===== config.mk =====
export PLATFORM = sky130hd
export DESIGN_NAME = game_judge
export DESIGN_NICKNAME = d
export VERILOG_FILES = /design/src/rtl/game_judge.sv
export SDC_FILE = /design/constraint.sdc
export NUM_CORES = 1
export LEC_CHECK = 0
export CAP_MARGIN = 10
export CORE_ASPECT_RATIO = 0.7
export CORE_MARGIN = 4
export CORE_UTILIZATION = 35
export CTS_BUF_LIST = sky130_fd_sc_hd__clkbuf_8
export DETAILED_ROUTE_END_ITERATION = 8
export GPL_TIMING_DRIVEN = 0
export MAX_ROUTING_LAYER = met4
export PLACE_DENSITY = 0.65
export SLEW_MARGIN = 40
export SYNTH_ARGS = -nofsm -noshare
export SYNTH_HDL_FRONTEND = slang
export SYNTH_SLANG_ARGS = --single-unit

===== constraint.sdc =====
create_clock -name clk -period 4.8 [get_ports clk]
set_clock_uncertainty 0.1 [all_clocks]
set_input_delay 0.72 -clock clk [delete_from_list [all_inputs] [get_ports clk]]
set_output_delay 0.72 -clock clk [all_outputs]
set_load 0.01 [all_outputs]

===== src/rtl/game_judge.sv =====
// Per-frame collision and win/lose judge: a tick-advanced 3-stage pipeline
// (abs diffs -> contact flags -> judge FSM) driving over/success pulses, lives and invuln.
module game_judge #(
    parameter int HIT_TICKS    = 2,
    parameter int LIVES        = 3,
    parameter int INVULN_TICKS = 32
) (
    input  logic       clk,
    input  logic       rst,
    input  logic       tick,
    input  logic       running,
    input  logic [9:0] mario_x,
    input  logic [8:0] mario_y,
    input  logic [9:0] barrel_x,
    input  logic [8:0] barrel_y,
    input  logic [9:0] queue_x,
    input  logic [8:0] queue_y,
    output logic       over,
    output logic       success,
    output logic [1:0] lives,
    output logic       invuln,
    output logic [2:0] state_dbg
);
    typedef enum logic [2:0] {
        S_IDLE   = 3'd0,
        S_PLAY   = 3'd1,
        S_INVULN = 3'd2,
        S_OVER   = 3'd3,
        S_WIN    = 3'd4
    } state_t;

    localparam logic [1:0] LIVES_L  = 2'(LIVES);
    localparam logic [2:0] HIT_L    = 3'(HIT_TICKS);
    localparam logic [5:0] INVULN_L = 6'(INVULN_TICKS);

    function automatic logic [9:0] absdiff10(input logic [9:0] a, input logic [9:0] b);
        return (a >= b) ? a - b : b - a;
    endfunction

    function automatic logic [8:0] absdiff9(input logic [8:0] a, input logic [8:0] b);
        return (a >= b) ? a - b : b - a;
    endfunction

    // Pipeline: s1 holds diffs of the ticked sample, s2 holds contact flags.
    logic       s1_v, s2_v;
    logic [9:0] dxb_q, dxq_q;
    logic [8:0] dyb_q, dyq_q;
    logic       b_hit_q, q_hit_q;

    always_ff @(posedge clk or negedge rst) begin
        if (!rst) begin
            s1_v    <= 1'b0;
            s2_v    <= 1'b0;
            dxb_q   <= '0;
            dxq_q   <= '0;
            dyb_q   <= '0;
            dyq_q   <= '0;
            b_hit_q <= 1'b0;
            q_hit_q <= 1'b0;
        end else if (!running) begin
            s1_v <= 1'b0;
            s2_v <= 1'b0;
        end else begin
            s1_v <= tick;
            s2_v <= s1_v;
            if (tick) begin
                dxb_q <= absdiff10(mario_x, barrel_x);
                dyb_q <= absdiff9(mario_y, barrel_y);
                dxq_q <= absdiff10(mario_x, queue_x);
                dyq_q <= absdiff9(mario_y, queue_y);
            end
            if (s1_v) begin
                b_hit_q <= (dxb_q < 10'd50) && (dyb_q < 9'd70);
                q_hit_q <= (dxq_q < 10'd60) && (dyq_q < 9'd90);
            end
        end
    end

    state_t     state_q, state_n;
    logic [1:0] lives_q, lives_n;
    logic [2:0] hcnt_q, hcnt_n, hcnt_inc;
    logic [5:0] icnt_q, icnt_n, icnt_dec;
    logic [1:0] lives_dec;
    logic       over_n, success_n;

    always_ff @(posedge clk or negedge rst) begin
        if (!rst) begin
            state_q <= S_IDLE;
            lives_q <= LIVES_L;
            hcnt_q  <= '0;
            icnt_q  <= '0;
            over    <= 1'b0;
            success <= 1'b0;
        end else begin
            state_q <= state_n;
            lives_q <= lives_n;
            hcnt_q  <= hcnt_n;
            icnt_q  <= icnt_n;
            over    <= over_n;
            success <= success_n;
        end
    end

    always_comb begin
        state_n   = state_q;
        lives_n   = lives_q;
        hcnt_n    = hcnt_q;
        icnt_n    = icnt_q;
        over_n    = 1'b0;
        success_n = 1'b0;
        hcnt_inc  = (hcnt_q == HIT_L) ? hcnt_q : hcnt_q + 3'd1;
        lives_dec = lives_q - 2'd1;
        icnt_dec  = icnt_q - 6'd1;

        if (!running) begin
            state_n = S_IDLE;
            lives_n = LIVES_L;
            hcnt_n  = '0;
            icnt_n  = '0;
        end else begin
            case (state_q)
                S_IDLE: begin
                    state_n = S_PLAY;
                    lives_n = LIVES_L;
                    hcnt_n  = '0;
                    icnt_n  = '0;
                end
                S_PLAY: begin
                    if (s2_v) begin
                        // Queue contact outranks a barrel hit confirmed on the same tick.
                        if (q_hit_q) begin
                            success_n = 1'b1;
                            state_n   = S_WIN;
                        end else if (!b_hit_q) begin
                            hcnt_n = '0;
                        end else if (hcnt_inc == HIT_L) begin
                            lives_n = lives_dec;
                            hcnt_n  = '0;
                            if (lives_dec == 2'd0) begin
                                over_n  = 1'b1;
                                state_n = S_OVER;
                            end else begin
                                icnt_n  = INVULN_L;
                                state_n = S_INVULN;
                            end
                        end else begin
                            hcnt_n = hcnt_inc;
                        end
                    end
                end
                S_INVULN: begin
                    hcnt_n = '0;
                    if (s2_v) begin
                        if (q_hit_q) begin
                            success_n = 1'b1;
                            state_n   = S_WIN;
                        end else begin
                            icnt_n = icnt_dec;
                            if (icnt_dec == 6'd0) state_n = S_PLAY;
                        end
                    end
                end
                default: ;
            endcase
        end
    end

    assign lives     = lives_q;
    assign invuln    = (state_q == S_INVULN);
    assign state_dbg = state_q;
endmodule


# Word level (Yosys, flattened, before mapping)
# Cells that the tools add are included.
# op_classes
n_addsub,11
mul,0
div,0
n_lt_le_gt_ge,8
eq_ne,17
n_shift,0
n_mux,49
bitwise,0
reduce_logical,13
# ops
cell,count
6-bit two-way mux,8
3-bit two-way mux,14
10-bit subtractor,4
9-bit subtractor,4
10-bit greater-or-equal comparator,2
10-bit by 6-bit < comparator with 1-bit output (second input constant),2
10-bit two-way mux,2
9-bit greater-or-equal comparator,2
9-bit by 7-bit < comparator with 1-bit output (second input constant),2
9-bit two-way mux,2
3-bit != test (second input constant),6
6-bit case mux with 3 select lines,1
1-bit two-way mux,14
2-bit two-way mux,5
3-bit by 2-bit equality test with 1-bit output (second input constant),3
3-bit case mux with 3 select lines,1
4-bit != test (second input constant),2
8-bit AND reduction,1
6-bit logical NOT,1
3-bit by 2-bit != test with 1-bit output (second input constant),2
3-bit case mux with 2 select lines,1
6-bit AND reduction,1
6-bit by 1-bit subtractor with 6-bit output (second input constant),1
5-bit AND reduction,1
other kinds (13),16
# word_totals
regBits,58
latchBits,0
ramBits,0
romBits,0
input_bits,61
output_inout_bits,8
elab_cells,112
n_memories,0

# Depth between registers and ports, before layout
# Gate-level depths: netlist (run 1).
# depth
ltp_word,9
depth_mapped,11
mapped_depth_nobuf,10

# Worst setup path before layout (run 1)
# Ideal clock, no wire load.
# synth_path
path_kind,input port to flip-flop
startpoint,input port mario_y[5]
endpoint,register dyq_q[3]
setup_time_ns,0.130
arrival_time_ns,2.503
required_ns,4.570
slack_ns,2.067
stages,10
path_buffers,1
path_cell_list,inv_1 -> ha_1 -> and2_1 -> nor2b_1 -> a311oi_1 -> a21boi_1 -> buf_4 -> mux2i_1 -> xor2_1 -> o21ai_1
# synth_between
elab_chain_len,2
# synth_rtl
item,line,rtl
"start, declared",13,"input logic [8:0] mario_y,"
9-bit greater-or-equal comparator,41,return (a >= b) ? a - b : b - a;
9-bit two-way mux,41,
"end signal, assigned",70,"dyq_q <= absdiff9(mario_y, queue_y);"
"end, declared",47,"logic [8:0] dyb_q, dyq_q;"
# No other way between the ends.
# A chain may end at the register's enable or synchronous reset.

# Final worst setup path (run 1)
# layout_path
startpoint,input port mario_x[7]
endpoint,register dxb_q[7]
# layout_between
elab_chain_len,2
word_cells_on_any_way,4
cone_classes,add/sub: 2; order compare: 1; mux: 1
# layout_rtl
item,line,rtl
"start, declared",12,"input logic [9:0] mario_x,"
10-bit subtractor / 10-bit greater-or-equal comparator (equally long branches),37,return (a >= b) ? a - b : b - a;
10-bit two-way mux *,37,
"end signal, assigned",67,"dxb_q <= absdiff10(mario_x, barrel_x);"
"end, declared",46,"logic [9:0] dxb_q, dxq_q;"
# Mark *: on every way between the ends. The rest lies on a longest branch, timed or not.

==> results of run 1 <==
==> flip-flops by register name, indices dropped and copies added, names as in the netlist, 2 cells and up <==
signal     cells
dxb_q          9
dxq_q          8
dyb_q          8
dyq_q          8
icnt_q         6
hcnt_q         3
state_dbg      3
lives          2
==> Yosys cell counts, drive strengths merged, types with 2 or more instances <==
cell,instances,share of area
a211o,5,0.0081
a211oi,3,0.0041
a21bo,2,0.0036
a21boi,7,0.0095
a21o,8,0.011
a21oi,40,0.036
a221oi,3,0.0047
a311oi,5,0.0090
a31oi,4,0.0045
and2,7,0.0079
and3,4,0.0047
and4,5,0.0079
buf,11,0.016
clkbuf,10,0.0068
dfrtp,51,0.23
dfstp,2,0.0095
fa,6,0.022
ha,77,0.17
inv,73,0.050
mux2,5,0.010
mux2i,22,0.040
nand2,75,0.051
nand2b,17,0.021
nand3,16,0.014
nand3b,4,0.0054
nand4,5,0.0057
nor2,31,0.021
nor2b,15,0.017
nor3,6,0.0063
nor4,5,0.0057
o2111ai,4,0.0063
o211ai,5,0.0077
o21ai,86,0.079
o21bai,3,0.0041
o22ai,3,0.0034
o31a,3,0.0047
o31ai,2,0.0027
or2,6,0.0068
or3,2,0.0025
xnor2,19,0.030
xor2,10,0.016
==> worst reg2reg max path, cell delays in order (launching register included) <==
cell      delay, ns
dfrtp_1        0.39
inv_1          0.12
ha_1           0.24
nor3_1         0.19
o21ai_1        0.10
a211o_2        0.38
nor3_2         0.18
o21ai_2        0.15
or4_4          0.54
o211ai_2       0.08
==> through the flow <==
step	instance area (um2)	hold slack, ns	setup slack, ns
final	6570	0.125	1.46
after CTS	6570	0.112	1.44
after global routing	6570	0.111	1.26
after detailed placement	6480	0.367	1.08
after global placement	6460	0.358	1.09
after floorplan	5530	0.324	2.07
==> layer usage <==
metal	global-route usage	part of all wire	up-vias
met2	0.222	0.42	100
met3	0.0256	0.047	8
met4	0.0188	0.0043	0
met5	-	0	-
li1	-	-	2513
met1	0.239	0.53	2281
==> worst min path at each step <==
stage,slack [ns],cells past startpoint,from,to
after global placement,0.36,2,dyq_q[5]$_DFFE_PN0P_,dyq_q[5]$_DFFE_PN0P_
after global routing,0.11,1,rst,icnt_q[4]$_DFFE_PN0P_
after detailed placement,0.37,2,dxb_q[4]$_DFFE_PN0P_,dxb_q[4]$_DFFE_PN0P_
final,0.12,1,rst,icnt_q[4]$_DFFE_PN0P_
after floorplan,0.32,0,rst,b_hit_q$_DFFE_PN0P_
after CTS,0.11,1,rst,icnt_q[4]$_DFFE_PN0P_
==> power breakdown <==
group | internal, mW | switching (mW) | leakage, nW
logic | 0.368 | 0.429 | 2.40
clock network | 0.101 | 0.150 | 0.0439
registers | 0.540 | 0.0623 | 0.675
==> final cells by class <==
type / count / area (um2)
plain buffers: 21 / 125
clock buffers: 5 / 68.8
clock inverters: 3 / 17.5
fillers: 1570 / 8930
inverters: 73 / 274
multi-input cells: 532 / 3810
flip-flops and latches: 53 / 1330
well taps: 200 / 250
repair buffers: 69 / 698
==> logic make-up (layout without fill, tap and decap cells) <==
logic type               Yosys count  count (layout)  synth area share
AND/OR/NAND/NOR                  201             201             0.183
AO/OA/AOI/OAI                    192             192             0.213
buffers and inverters             94             171            0.0721
adder cells (fa/ha/maj)           83              83             0.196
flip-flops                        53              53             0.240
XOR/XNOR                          29              29            0.0459
multiplexers                      27              27            0.0500
==> flow_summary.yaml, run 1 <==
power:
  power.density_nw_per_um2: 251
  p_total_mw: 1.65
  leakage_nw: 3.12
  irDropWorstVdd_v: 0.000126
setup_path:
  critPathRequiredTime_ns: 4.89
  r2r_end: "icnt_q[4]$_DFFE_PN0P_"
  crit_chain: "clkdlybuf4s50_1, inv_1, ha_1, buf_2, nand3_1, o31a_1, o21ai_2, o21bai_1, buf_4, mux2i_1, xnor2_1, o21ai_0"
  r2r_start: "hcnt_q[0]$_DFFE_PN0P_"
  cp_num_buf_inv: 4
  crit_fanout: 8
  worst-path-stages: 12
  rr_worst_depth: 9
  worstSetupPathType: "input pin to flop"
  crit_end: "dxb_q[7]$_DFFE_PN0P_"
  endpoint_kind: "flop"
  slowest_stage: "clkdlybuf4s50_1"
  crit_arrival_ns: 3.43
  reg2reg_slack_ns: 2.26
  startpoint_type: "input pin"
  slowest_delay_ns: 0.56
  cp-startpoint: "mario_x[7]"
  path_delay_family: "buffers and inverters"
die:
  die_area_um2: 17900
  core_area_um2: 15500
  die_w_um: 158
  fp.dieH_um: 113
  io_pins: 69
  num_rows: 38
  start_util: 0.357
clocking:
  clk_pin_slew_ns: 0.09
  ctsHtreeMaxLevel: 2
  clock_sinks: 53
  holdBufCountCts: 0
  cts_tree: "done"
  cts_made_buffers: 5
  clock_path_buffers: 2
  post-cts-setup-buffers: 0
  worstSkewPairLatency_ns: 0.32
  cts_resized: 0
  root_buffer: "clkbuf_8"
timing:
  fmax_mhz: 299
  rsz0062_at_grt: "false"
  period_share: 0.696
  max_slew_margin: 0.659
  finalSetupTns_ns: 0
  final_max_slew_viol_count: 0
  worst_slew_pin_slew_ns: 0.511
  min_period_ns: 3.34
  hold_viol: 0
  setup_violations: 0
cells_and_area:
  final_cell_mix: "o21ai_0, ha_1, nand2_1"
  drive_gt1_frac: 0.0635
  final_util: 0.424
  final_nets: 899
  antenna_cells: 0
  syn2layout_area_growth_pct: 18.7
  layout.cells.non_filler: 956
synth:
  yosysSeqAreaShare: 0.240
  synth_edf_count: 0
  syn_avg_cell_area_um2: 8.15
  async_reset_ff_frac: 1.00
  netlist-cell-type-count: 67
  synth_area_um2: 5530
  synth_nets: 823
  ys_ff_latch: 53
  yosysWarnings: 0
  syn_inst: 679
  synth-main-ff-cell: "dfrtp_1"
grt:
  grt_max_degree: 44
  grt_first_pass_wirelength_um: 22600
  first_global_vias: 4636
  grt.total_usage: 0.156
  antenna_found_initial: 0
  overflow: 0
route:
  drt_first_pass_iters: 7
  routed_wl_um: 13600
  via_per_inst: 5.13
  wl_per_cell_um: 14.2
  final_antenna_net_count: 0
  drc: 0
  num_vias: 4902
  drt_iter0_markers: 371
run:
  drv_cap: 0
min_path:
  hold_path_class: "input pin to async pin"
placed_design:
  dp_hpwl_um: 11400
  io_buffers: 68
  gp_congestion: 0.961
  dp_cells: 948
run_status:
  status: "complete, no violations"
No activity file was read; power rests on OpenSTA's default activity.
==> inputs of run 2 (changes only) <==
Settings changed: PLACE_DENSITY 0.65 to 0.67.
Clock period 4.8 ns to 3 ns, I/O delays scaled along.
==> run 2 against run 1 <==
Compared with the run above: sequential power increased by 60%; critical path depth decreased by 1; flip-flop and latch count unchanged; global-route usage about the same; count of clock-buffer cells in the layout increased by 1; total power increased by 63%; sequential share of layout area decreased by 0.40 points; routed wire length increased by 1.9%; worst setup slack got worse by 1.4 ns; largest power group unchanged.
==> flow_summary.yaml, run 2 (same netlist as run 1, synthesis figures left out) <==
route:
  drt_first_pass_iters: 5
  wl_per_cell_um: 14.4
  routed_wl_um: 13800
  final_antenna_net_count: 0
  drc: 0
  via_per_inst: 5.20
  drt_iter0_markers: 459
  num_vias: 4990
power:
  irDropWorstVdd_v: 0.000191
  leakage_nw: 3.19
  power.density_nw_per_um2: 402
setup_path:
  critPathRequiredTime_ns: 3.11
  endpoint_kind: "flop"
  worstSetupPathType: "input pin to flop"
  cp-startpoint: "mario_x[5]"
  startpoint_type: "input pin"
  r2r_start: "hcnt_q[0]$_DFFE_PN0P_"
  crit_arrival_ns: 3.08
  crit_fanout: 8
run:
  drv_cap: 0
die:
  io_pins: 69
  fp.dieH_um: 113
  start_util: 0.357
  num_rows: 38
  die_w_um: 158
  die_area_um2: 17900
  core_area_um2: 15500
timing:
  period_share: 0.990
  max_slew_margin: 0.653
  fmax_mhz: 337
  worst_slew_pin_slew_ns: 0.514
  fin_hold_ws_ns: 0.384
  setup_violations: 0
  min_period_ns: 2.97
  hold_viol: 0
  finalSetupTns_ns: 0
  final_max_slew_viol_count: 0
clocking:
  worstSkewPairLatency_ns: 0.32
  clock_path_buffers: 2
  clk_pin_slew_ns: 0.10
  root_buffer: "clkbuf_8"
  cts_tree: "done"
  cts_made_buffers: 5
  clock_sinks: 53
  ctsHtreeMaxLevel: 2
cells_and_area:
  drive_gt1_frac: 0.0922
  fillers: 1551
  largest_reg_flops: 9
  final_nets: 903
  register_area_um2: 1330
  multi_input_area_um2: 3880
  syn2layout_area_growth_pct: 21.1
  mostFrequentLayoutCell: "o21ai_0"
  final_util: 0.432
  final_cell_mix: "o21ai_0, inv_1, nand2_1"
  largest_register: "dxb_q"
  antenna_cells: 0
min_path:
  hp-start: "dxb_q[3]$_DFFE_PN0P_"
  hold_path_class: "flop to flop"
placed_design:
  gp_congestion: 0.977
  io_buffers: 68
  dp_hpwl_um: 11400
grt:
  overflow: 0
  grt.total_usage: 0.156
  grt_first_pass_wirelength_um: 22300
  antenna_found_initial: 0
  grt_max_degree: 44
  first_global_vias: 4547
run_status:
  status: "complete, no violations"
-- run 2: cell type report --
type / count / share of cell area
Clock buffer: 6 / 0.0123
Clock inverter: 1 / 0.000560
Buffer: 19 / 0.0181
Multi-Input combinational cell: 532 / 0.579
Timing Repair Buffer: 75 / 0.114
Tap cell: 200 / 0.0373
Sequential cell: 53 / 0.198
Inverter: 73 / 0.0409
-- run 2: path summary, 6_finish.rpt --
path | to | slack [ns] | cells past startpoint
setup / recovery | dxq_q[9]$_DFFE_PN0P_ | 0.03 | 11
hold / removal | dxb_q[3]$_DFFE_PN0P_ | 0.38 | 2
setup reg to reg | icnt_q[4]$_DFFE_PN0P_ | 0.46 | 9
hold reg to reg | dxb_q[3]$_DFFE_PN0P_ | 0.38 | 2
max in group asynchronous | dxb_q[5]$_DFFE_PN0P_ | 1.95 | 3
min in group asynchronous | icnt_q[4]$_DFFE_PN0P_ | 0.39 | 2
-- run 2: report_power, final --
part	total (mW)	leakage (nW)	internal, mW	switching (mW)
logic	1.31	2.47	0.612	0.700
registers	0.963	0.675	0.864	0.0989
clock network	0.416	0.0485	0.180	0.236
-- run 2: per-layer routing --
metal | global-route usage | part of all wire
met1 | 0.234 | 0.52
met2 | 0.223 | 0.42
met3 | 0.0283 | 0.053
met4 | 0.0244 | 0.0072
met5 | - | 0
-- run 2: worst max-delay path: stages --
cell and delay (ns):
clkdlybuf4s50_1 0.56, inv_1 0.14, ha_2 0.37, and4_1 0.27, o21ai_1 0.19, nand3_1 0.19, a21bo_1 0.23, buf_6 0.14
mux2i_1 0.18, xnor2_1 0.10, mux2_2 0.26
-- run 2: repair_timing --
item | in CTS | in global routing
cloned | 0 | 1
pin swaps | 0 | 2
setup buffers | 0 | 4
endpoints found under the hold margin | 8 | 0
gates resized for setup | 1 | 28
hold buffers | 1 | 0
endpoints found under the setup margin | 10 | 23
-- run 2: stage by stage --
| stage | power, mW | std cells | setup slack [ns] | area, um2 |
|---|---|---|---|---|
| 2_1_floorplan | 1.85 | 679 | 0.537 | 5530 |
| 3_3_place_gp | 2.23 | 947 | -0.424 | 6460 |
| 3_5_place_dp | 2.25 | 948 | -0.419 | 6480 |
| 4_1_cts | 2.67 | 956 | 0.0160 | 6580 |
| 5_1_grt | 2.92 | 959 | -0.00517 | 6700 |
| 6_report | 2.69 | 959 | 0.0296 | 6700 |
==> inputs of run 3 (changes only) <==
Settings changed: SETUP_SLACK_MARGIN set to 0.4, SKIP_CTS_REPAIR_TIMING set to 1.
==> run 3 against run 2 <==
Compared with the run above: largest cell class unchanged; sequential power hardly changed; utilization is 3.4 points higher; maximum frequency is 16% higher.
==> flow_summary.yaml, run 3 (same netlist as run 1, synthesis figures left out) <==
route:
  wl_per_cell_um: 15.3
  final_antenna_net_count: 0
  drt_first_pass_iters: 5
  num_vias: 5137
  routed_wl_um: 14900
  drt_iter0_markers: 453
  drc: 0
  via_per_inst: 5.26
setup_path:
  crit_chain: "dlymetal6s2s_1, inv_2, ha_4, buf_6, nand3_1, o31a_1, o21ai_2, o21bai_1, buf_4, buf_4, mux2i_1, or3_1, nand3_1"
  path_delay_family: "buffers and inverters"
  endpoint_kind: "flop"
  slowest_stage: "or3_1"
  cp_num_buf_inv: 5
  startpoint_type: "input pin"
  rr_worst_depth: 9
  critPathRequiredTime_ns: 3.16
  worstSetupPathType: "input pin to flop"
  reg2reg_slack_ns: 0.46
  crit_arrival_ns: 2.72
  worst-path-stages: 13
  crit_fanout: 9
  slowest_delay_ns: 0.31
clocking:
  clk_pin_slew_ns: 0.10
  ctsHtreeMaxLevel: 2
  cts_tree: "done"
  clock_path_buffers: 2
  root_buffer: "clkbuf_8"
  clock_sinks: 53
  cts_made_buffers: 5
  worstSkewPairLatency_ns: 0.32
power:
  power.density_nw_per_um2: 389
  power_frac_comb: 0.509
  irDropWorstVdd_v: 0.000193
  power.switching_mw: 1.08
  internal-power_mw: 1.73
  clkPwrFrac: 0.148
  leakage_nw: 3.59
  switching_share: 0.384
  p_seq_frac: 0.342
timing:
  fin_hold_ws_ns: 0.386
  fmax_mhz: 390
  min_period_ns: 2.57
  hold_viol: 0
  worst_slew_pin_slew_ns: 0.519
  rsz0062_at_grt: "true"
  setup_violations: 0
  finalSetupTns_ns: 0
  max_slew_margin: 0.650
  final_max_slew_viol_count: 0
  period_share: 0.855
cells_and_area:
  mostFrequentLayoutCell: "o21ai_0"
  antenna_cells: 0
  layout.cells.non_filler: 976
  final_nets: 920
  final_util: 0.467
  drive_gt1_frac: 0.166
  multi_input_area_um2: 4190
  largest_register: "dxb_q"
  fillers: 1489
  largest_reg_flops: 9
  register_area_um2: 1330
  fin_area_um2: 7230
  final_cell_mix: "o21ai_0, nand2_1, inv_1"
  syn2layout_area_growth_pct: 30.7
placed_design:
  io_buffers: 68
  dp_cells: 948
  dpl-instance-area_um2: 6480
  gp_congestion: 0.977
  dp_hpwl_um: 11400
grt:
  grt.total_usage: 0.156
  met2_usage: 0.222
  first_global_vias: 4541
  overflow: 0
  antenna_found_initial: 0
  grt_first_pass_wirelength_um: 22300
  grt_max_degree: 44
  busiest_layer: "met1"
  grt_use_met3: 0.0283
  grtUsageMet1: 0.234
die:
  die_w_um: 158
  num_rows: 38
  io_pins: 69
  start_util: 0.357
  die_area_um2: 17900
  core_area_um2: 15500
  fp.dieH_um: 113
run_status:
  status: "complete, no violations"
min_path:
  hold_path_class: "input pin to async pin"
run:
  drv_cap: 0
==> run 3: cell count changes in the layout (fill, tap and decap cells not counted), moves of 4 or more <==
cell / delta
buf_4: +14
buf_6: +5
clkdlybuf4s50_1: -34
dlymetal6s2s_1: +33
ha_1: -17
ha_2: -4
ha_4: +21
inv_1: -10
inv_2: +10
==> run 3: per-stage QoR <==
step / power [mW] / setup slack, ns
after detailed placement: 2.25 / -0.419
after floorplan: 1.85 / 0.537
after global placement: 2.23 / -0.424
after global routing: 3.04 / 0.356
final: 2.82 / 0.434
after CTS: 2.67 / -0.0853
==> run 3: final cells by class <==
cell class	instances	area share
clock buffer	6	0.0114
buffer	21	0.0225
clock inverter	1	0.000519
multi-input combinational	532	0.579
sequential	53	0.184
tap	200	0.0346
timing repair buffer	90	0.131
inverter	73	0.0379
==> run 3: path summary, 6_finish.rpt <==
path / startpoint / to
worst min register to register: dxb_q[1]$_DFFE_PN0P_ / dxb_q[1]$_DFFE_PN0P_
min in group clk: dxb_q[1]$_DFFE_PN0P_ / dxb_q[1]$_DFFE_PN0P_
worst max-delay path: mario_x[6] / dxb_q[5]$_DFFE_PN0P_
max in group asynchronous: rst / hcnt_q[0]$_DFFE_PN0P_
worst max register to register: hcnt_q[0]$_DFFE_PN0P_ / icnt_q[4]$_DFFE_PN0P_
worst min-delay path: rst / icnt_q[4]$_DFFE_PN0P_
==> run 3: power by group through the flow <==
stage	logic [mW]	clock network, mW	registers, mW
after detailed placement	1.27	0	0.973
after CTS	1.28	0.430	0.962
final	1.43	0.418	0.964
after global routing	1.59	0.462	0.989
after floorplan	0.892	0	0.958
after global placement	1.25	0	0.973
==> run 3: routing by layer <==
layer  up-vias  routed length, um
li1       2553                  -
met1      2430               7380
met2       136               6580
met3        18                792
met4         0                150
met5         -                  0
==> run 3: worst register-to-register path: stages (launching register included) <==
cell and delay [ns]:
dfrtp_1 0.37, inv_1 0.11, ha_1 0.25, nor3_1 0.20
o21ai_1 0.10, a211o_2 0.38, nor3_2 0.19, o21ai_2 0.16
or4_4 0.54, o211ai_2 0.08
